## src/rtl/fsm_tx_burst.sv

```systemverilog
// rtl/fsm_tx_burst.sv - FIFO-to-UART burst transmit sequencer with limit, abort and byte count
// Optional handshake watchdog is built when TX_TIMEOUT_EN is defined.
module fsm_tx_burst #(
  parameter int FIFO_RD_LAT = 1,
  parameter int CNT_W       = 8,
  parameter int TIMEOUT_CYC = 100000
) (
  input  logic             clk,
  input  logic             rst,
  input  logic             enviar_cmd,
  input  logic [CNT_W-1:0] burst_len,
  input  logic             abort,
  input  logic             fifo_tx_empty,
  input  logic             uart_tx_rdy,
  output logic             fifo_tx_rd,
  output logic             uart_tx_start,
  output logic             enviar_bit_clear,
  output logic             busy,
  output logic [CNT_W-1:0] bytes_sent,
  output logic             timeout_err
);

  typedef enum logic [2:0] {
    S_IDLE, S_CHECK_FIFO, S_READ_FIFO, S_WAIT_DATA,
    S_SEND_UART, S_WAIT_ACK, S_WAIT_RDY, S_DONE
  } state_t;

  // WAIT_DATA covers FIFO_RD_LAT-1 cycles, so it exits when the counter hits FIFO_RD_LAT-2
  localparam logic [3:0] LAT_LAST = 4'(FIFO_RD_LAT > 1 ? FIFO_RD_LAT - 2 : 0);

  state_t           state, next_state;
  logic [CNT_W-1:0] limit;
  logic [3:0]       lat_cnt;
  logic             timeout_hit;
  logic             cmd_accept;

  assign cmd_accept = (state == S_IDLE) && enviar_cmd;

  always_comb begin
    next_state = state;
    case (state)
      S_IDLE:       if (enviar_cmd) next_state = S_CHECK_FIFO;
      S_CHECK_FIFO: begin
        if (abort || fifo_tx_empty || ((limit != '0) && (bytes_sent == limit)))
          next_state = S_DONE;
        else if (uart_tx_rdy)
          next_state = S_READ_FIFO;
      end
      S_READ_FIFO:  next_state = (FIFO_RD_LAT == 1) ? S_SEND_UART : S_WAIT_DATA;
      S_WAIT_DATA:  if (lat_cnt == LAT_LAST) next_state = S_SEND_UART;
      S_SEND_UART:  next_state = S_WAIT_ACK;
      S_WAIT_ACK: begin
        if (!uart_tx_rdy)     next_state = S_WAIT_RDY;
        else if (timeout_hit) next_state = S_DONE;
      end
      S_WAIT_RDY: begin
        if (uart_tx_rdy)      next_state = S_CHECK_FIFO;
        else if (timeout_hit) next_state = S_DONE;
      end
      S_DONE:       next_state = S_IDLE;
      default:      next_state = S_IDLE;
    endcase
  end

  // Strobes are flopped from next_state so they are glitch-free and line up with the state register
  always_ff @(posedge clk or posedge rst) begin
    if (rst) begin
      state            <= S_IDLE;
      fifo_tx_rd       <= 1'b0;
      uart_tx_start    <= 1'b0;
      enviar_bit_clear <= 1'b0;
      busy             <= 1'b0;
    end else begin
      state            <= next_state;
      fifo_tx_rd       <= (next_state == S_READ_FIFO);
      uart_tx_start    <= (next_state == S_SEND_UART);
      enviar_bit_clear <= (next_state == S_DONE);
      busy             <= (next_state != S_IDLE);
    end
  end

  always_ff @(posedge clk or posedge rst) begin
    if (rst) begin
      limit      <= '0;
      bytes_sent <= '0;
      lat_cnt    <= '0;
    end else begin
      if (cmd_accept) begin
        limit      <= burst_len;
        bytes_sent <= '0;
      end else if ((state == S_SEND_UART) && (bytes_sent != {CNT_W{1'b1}})) begin
        bytes_sent <= bytes_sent + CNT_W'(1);
      end
      lat_cnt <= (state == S_WAIT_DATA) ? lat_cnt + 4'd1 : 4'd0;
    end
  end

`ifdef TX_TIMEOUT_EN
  localparam int TO_W = $clog2(TIMEOUT_CYC + 1);

  logic [TO_W-1:0] to_cnt;
  logic            wait_state;
  logic            wait_entry;

  assign wait_state  = (state == S_WAIT_ACK) || (state == S_WAIT_RDY);
  assign wait_entry  = ((next_state == S_WAIT_ACK) || (next_state == S_WAIT_RDY)) && (next_state != state);
  assign timeout_hit = (to_cnt == TO_W'(TIMEOUT_CYC - 1));

  always_ff @(posedge clk or posedge rst) begin
    if (rst) begin
      to_cnt      <= '0;
      timeout_err <= 1'b0;
    end else begin
      if (wait_entry)      to_cnt <= '0;
      else if (wait_state) to_cnt <= to_cnt + TO_W'(1);
      if (cmd_accept)
        timeout_err <= 1'b0;
      else if (wait_state && (next_state == S_DONE))
        timeout_err <= 1'b1;
    end
  end
`else
  assign timeout_hit = 1'b0;
  assign timeout_err = 1'b0;
`endif

endmodule

```

## config.mk

```make
export PLATFORM = sky130hd
export DESIGN_NAME = fsm_tx_burst
export DESIGN_NICKNAME = d
export VERILOG_FILES = /design/src/rtl/fsm_tx_burst.sv
export SDC_FILE = /design/constraint.sdc
export NUM_CORES = 1
export LEC_CHECK = 0
export ABC_CLOCK_PERIOD_IN_PS = 2000
export BUFFER_PORTS_ARGS = -buffer_cell sky130_fd_sc_hd__buf_2
export CORE_UTILIZATION = 40
export DETAILED_ROUTE_END_ITERATION = 10
export SLEW_MARGIN = 20
export SYNTH_ARGS = -nofsm -noshare
export SYNTH_HDL_FRONTEND = slang
export SYNTH_SLANG_ARGS = --single-unit
```

## constraint.sdc

```tcl
create_clock -name clk -period 2 [get_ports clk]
set_input_delay 0.3 -clock clk [delete_from_list [all_inputs] [get_ports clk]]
set_output_delay 0.3 -clock clk [all_outputs]
set_load 0.02 [all_outputs]
```

* Word level (Yosys, flattened, before mapping)
Cells that the tools add are included.
Storage, ports and cells: register bits 27, output and inout bits 13, logic and storage cells 42
Operators by class: add/subtract/negate cells 2, equal/unequal tests 12, muxes and demuxes 10, reductions and logical operators 10
Operators by type and width (count):
- $pmux 3 s8 | 1
- $eq 3x3->1 const B | 6
- $mux 3 | 6
- $mux 8 | 2
- $eq 3x2->1 const B | 3
- $add 8x1->8 const B | 1
- $eq 8x8->1 | 1
- $ne 8x8->1 const B | 1
- $reduce_bool 8->1 | 1
- $add 4x1->4 const B | 1
- $logic_not 4->1 | 1
- $mux 4 | 1
- $eq 3x1->1 const B | 1
- $logic_and 1x1->1 | 3
- $logic_not 3->1 | 1
- $reduce_bool 3->1 | 1
- $logic_or 1x1->1 | 2
- $reduce_bool 2->1 | 1

* Logic depth before layout (Yosys ltp)
word-level depth 6, mapped depth 6, mapped depth without buffers 6

* Worst setup path after synthesis
Ideal clock, no wire load.
path kind register to register, start register bytes_sent[0], end register bytes_sent[4], setup time 130 ps, data arrival time 1573 ps, required time 1870 ps, setup slack 298 ps, stages on the path, launching flop included 6, buffers on the path 0, period minus slack after synthesis 1702 ps, cells stage by stage dfrtp_1 -> ha_1 -> and4_1 -> a41o_1 -> o31ai_1 -> a21oi_1
On the way: cells in the longest elaborated chain, start to end 3
Ends and longest elaborated chain:
- start: declaration | RTL line 19 | output logic [CNT_W-1:0] bytes_sent,
- start signal: assignment | RTL line 92 | bytes_sent <= bytes_sent + CNT_W'(1);
- $add 8x1->8 or $ne 8x8->1 (tied branches) | RTL line 92, 91
- $mux 8 or $logic_and 1x1->1 (tied branches) | RTL line 91 | end else if ((state == S_SEND_UART) && (bytes_sent != {CNT_W{1'b1}})) begin
- $mux 8 or $reduce_bool 2->1 (tied branches)
Several ways; a longest one is shown, not always the timed one. The select of a mux whose other input is x is not followed. A chain may end at the register's enable or synchronous reset.

* Final worst setup path
Ends and elaborated chain as after synthesis.

==> out/metrics.csv <==
metric;value;unit
die area;0.00372;mm^2
CTS tree;built;
Max VDD drop;0.463;mV
Synth Register Bits;27;
worst skew pair latency;330;ps
total congestion overflow;0;
Syn Inst Count;150;
largest net degree at the start of global routing;28;
first-pass GRT wire length;4750;um
Hold Violations, Final;0;
Num Clock Sinks;27;
post-layout minimum cycle time;1780;ps
Peak Freq;0.563;GHz
die outline height;61.0;um
placed insts;218;
CP arrival;2000;ps
commonest non-fill, non-tap cells in the layout;nand2_1 (30), dfrtp_1 (27), buf_2 (25);
share of layout cells above drive strength 1;21.5;%
period utilization;88.8;%
Vias/cell;4.97;
Mapped Area;0.00139;mm^2
routed wire length per instance;12.6;um
cell row count;21;
crit-path max FO;7;
Detail Route Antenna Nets;0;
Clock Path Buffers;2;
RSZ-0062 raised after global routing;no;
All-Layer GR Usage;17.7;%
Die X;61.0;um
startpoint types;register;
status;finished clean;
Final setup viols;0;
Leak;0.800;nW
max-cap violation count;0;
WL final;2800;um
Initial DRT Pass Iterations;4;
clock root buffer;clkbuf_4;
Residual DRC;0;
# diodes;0;
Core Box Area;0.00334;mm^2
max-slew violations;0;
Mapped Avg Cell Area;9.29;um^2
Finished Layout Cells;223;
Hold WC Path Type;in2reg;
Setup TNS Final;0;ps
initial antenna violation count;0;
initial DRC count;38;
crit end category;register;
commonest non-fill, non-tap cell in the layout;nand2_1;
Clock H-tree levels;1;
Final Skew;11.4;ps
Synth Net Count;167;
Pwr Density;1400;mW/mm^2
Area Growth Syn to Fin;15.3;%
post-synthesis sequential area ratio;48.5;%
Req. time, crit path;2220;ps
CTS buffer count;3;
post-CTS setup buffer count;0;
CP Class;reg2reg;
I/O Pins;27;
dpl hpwl;2140;um
CTS clock-pin slew for the worst setup and hold paths;150;ps
Layout Nets;195;
yosys warns;0;
I/O Buffers;25;
Initial Util;41.8;%
routability cong.;0.890;
Yosys cell types;37;
vias in the first global route;1074;
Via Count;1109;
repair_timing:
action | 4_1_cts | 5_1_grt
hold buffers | 1 | 0
resized for setup | 0 | 0
endpoints found under the hold margin | 15 | 0
worst max-delay path, cell delays in order, from the launching register on:
cell and delay, ps:
dfrtp_1 490, ha_1 260, and4_1 250, a41o_1 330
o31ai_1 240, a21oi_1 100
layout make-up:
cell class / instances / area (um^2)
clock buffers: 3 / 22.5
clock inverters: 1 / 5.00
fillers: 330 / 1730
inverters: 7 / 26.3
multi-input cells: 109 / 656
flip-flops and latches: 27 / 676
well taps: 46 / 57.6
repair buffers: 30 / 165
worst paths after layout:
path	end	depth (start not counted)	startpoint	slack [ps]
setup / recovery	bytes_sent[4]	5	bytes_sent[0]	220
hold / removal	limit[6]	3	burst_len[6]	150
setup reg to reg	bytes_sent[4]	5	bytes_sent[0]	220
hold reg to reg	lat_cnt[0]	1	lat_cnt[0]	500
max in group asynchronous	limit[5]	4	rst	1190
min in group asynchronous	bytes_sent[7]	4	rst	550
flip-flops by register name (all words and copies together), names as in the netlist:
signal and cells:
fifo_tx_rd 1, uart_tx_start 1, lat_cnt 4, bytes_sent 8
state 3, enviar_bit_clear 1, busy 1, limit 8
through the flow:
stage          utilization, %  area [um^2]  total power, mW  hold WS, ps  worst slack [ps]
2_1_floorplan               -         1390             1.73          353               298
3_3_place_gp             47.1         1570             2.00          377               331
3_5_place_dp             47.1         1570             2.03          380               261
4_1_cts                  48.2         1610             2.28          132               239
5_1_grt                  48.2         1610             2.46          151               109
6_report                 48.2         1610             2.25          152               224
power breakdown:
group	internal [mW]	switching [mW]	total (mW)	leakage [nW]
clock	0.0749	0.162	0.237	0.0177
combinational	0.419	0.593	1.01	0.435
sequential	0.749	0.251	1.00	0.347
total	1.24	1.01	2.25	0.800
cells by family after synthesis:
family	synth area share (%)
AND/OR/NAND/NOR	25.8
flip-flops	48.5
multiplexers	0.718
AO/OA/AOI/OAI	8.17
adder cells (fa/ha/maj)	2.69
other	0.269
XOR/XNOR	9.43
buffers and inverters	4.49
Yosys cell counts:
cell	count	area, um^2
xnor2_1	5	43.8
a21oi_1	2	10.0
clkbuf_1	3	11.3
or4_1	1	7.51
o22ai_1	1	6.26
nor2_1	10	37.5
nand4_1	2	12.5
a41o_1	1	10.0
o211a_1	1	10.0
xor2_1	10	87.6
inv_1	7	26.3
o21ai_0	2	10.0
nor3_1	1	5.00
ha_1	3	37.5
nor2b_1	1	6.26
and4_1	1	8.76
mux2i_1	1	10.0
and2_0	1	6.26
buf_4	2	15.0
a31oi_1	1	6.26
nand3_1	7	35.0
dfrtp_1	27	676
nand2b_1	2	12.5
nor3b_1	2	15.0
nor4_1	7	43.8
buf_2	2	10.0
nand3b_1	1	7.51
nor4b_1	1	8.76
nor2_2	3	18.8
or2_2	2	12.5
o211ai_1	2	15.0
a211oi_1	2	15.0
o31ai_1	3	22.5
o32ai_1	1	8.76
conb_1	1	3.75
or3b_1	1	8.76
nand2_1	30	113
metal layers:
metal / track usage, % / share of wire (%) / vias up
met4: 7.79 / 1.3 / 0
met5: 0 / 0 / -
met2: 30.0 / 51 / 19
met1: 22.1 / 46 / 520
li1: - / - / 566
met3: 3.36 / 2.5 / 4
No activity file was read; power rests on OpenSTA's default activity.
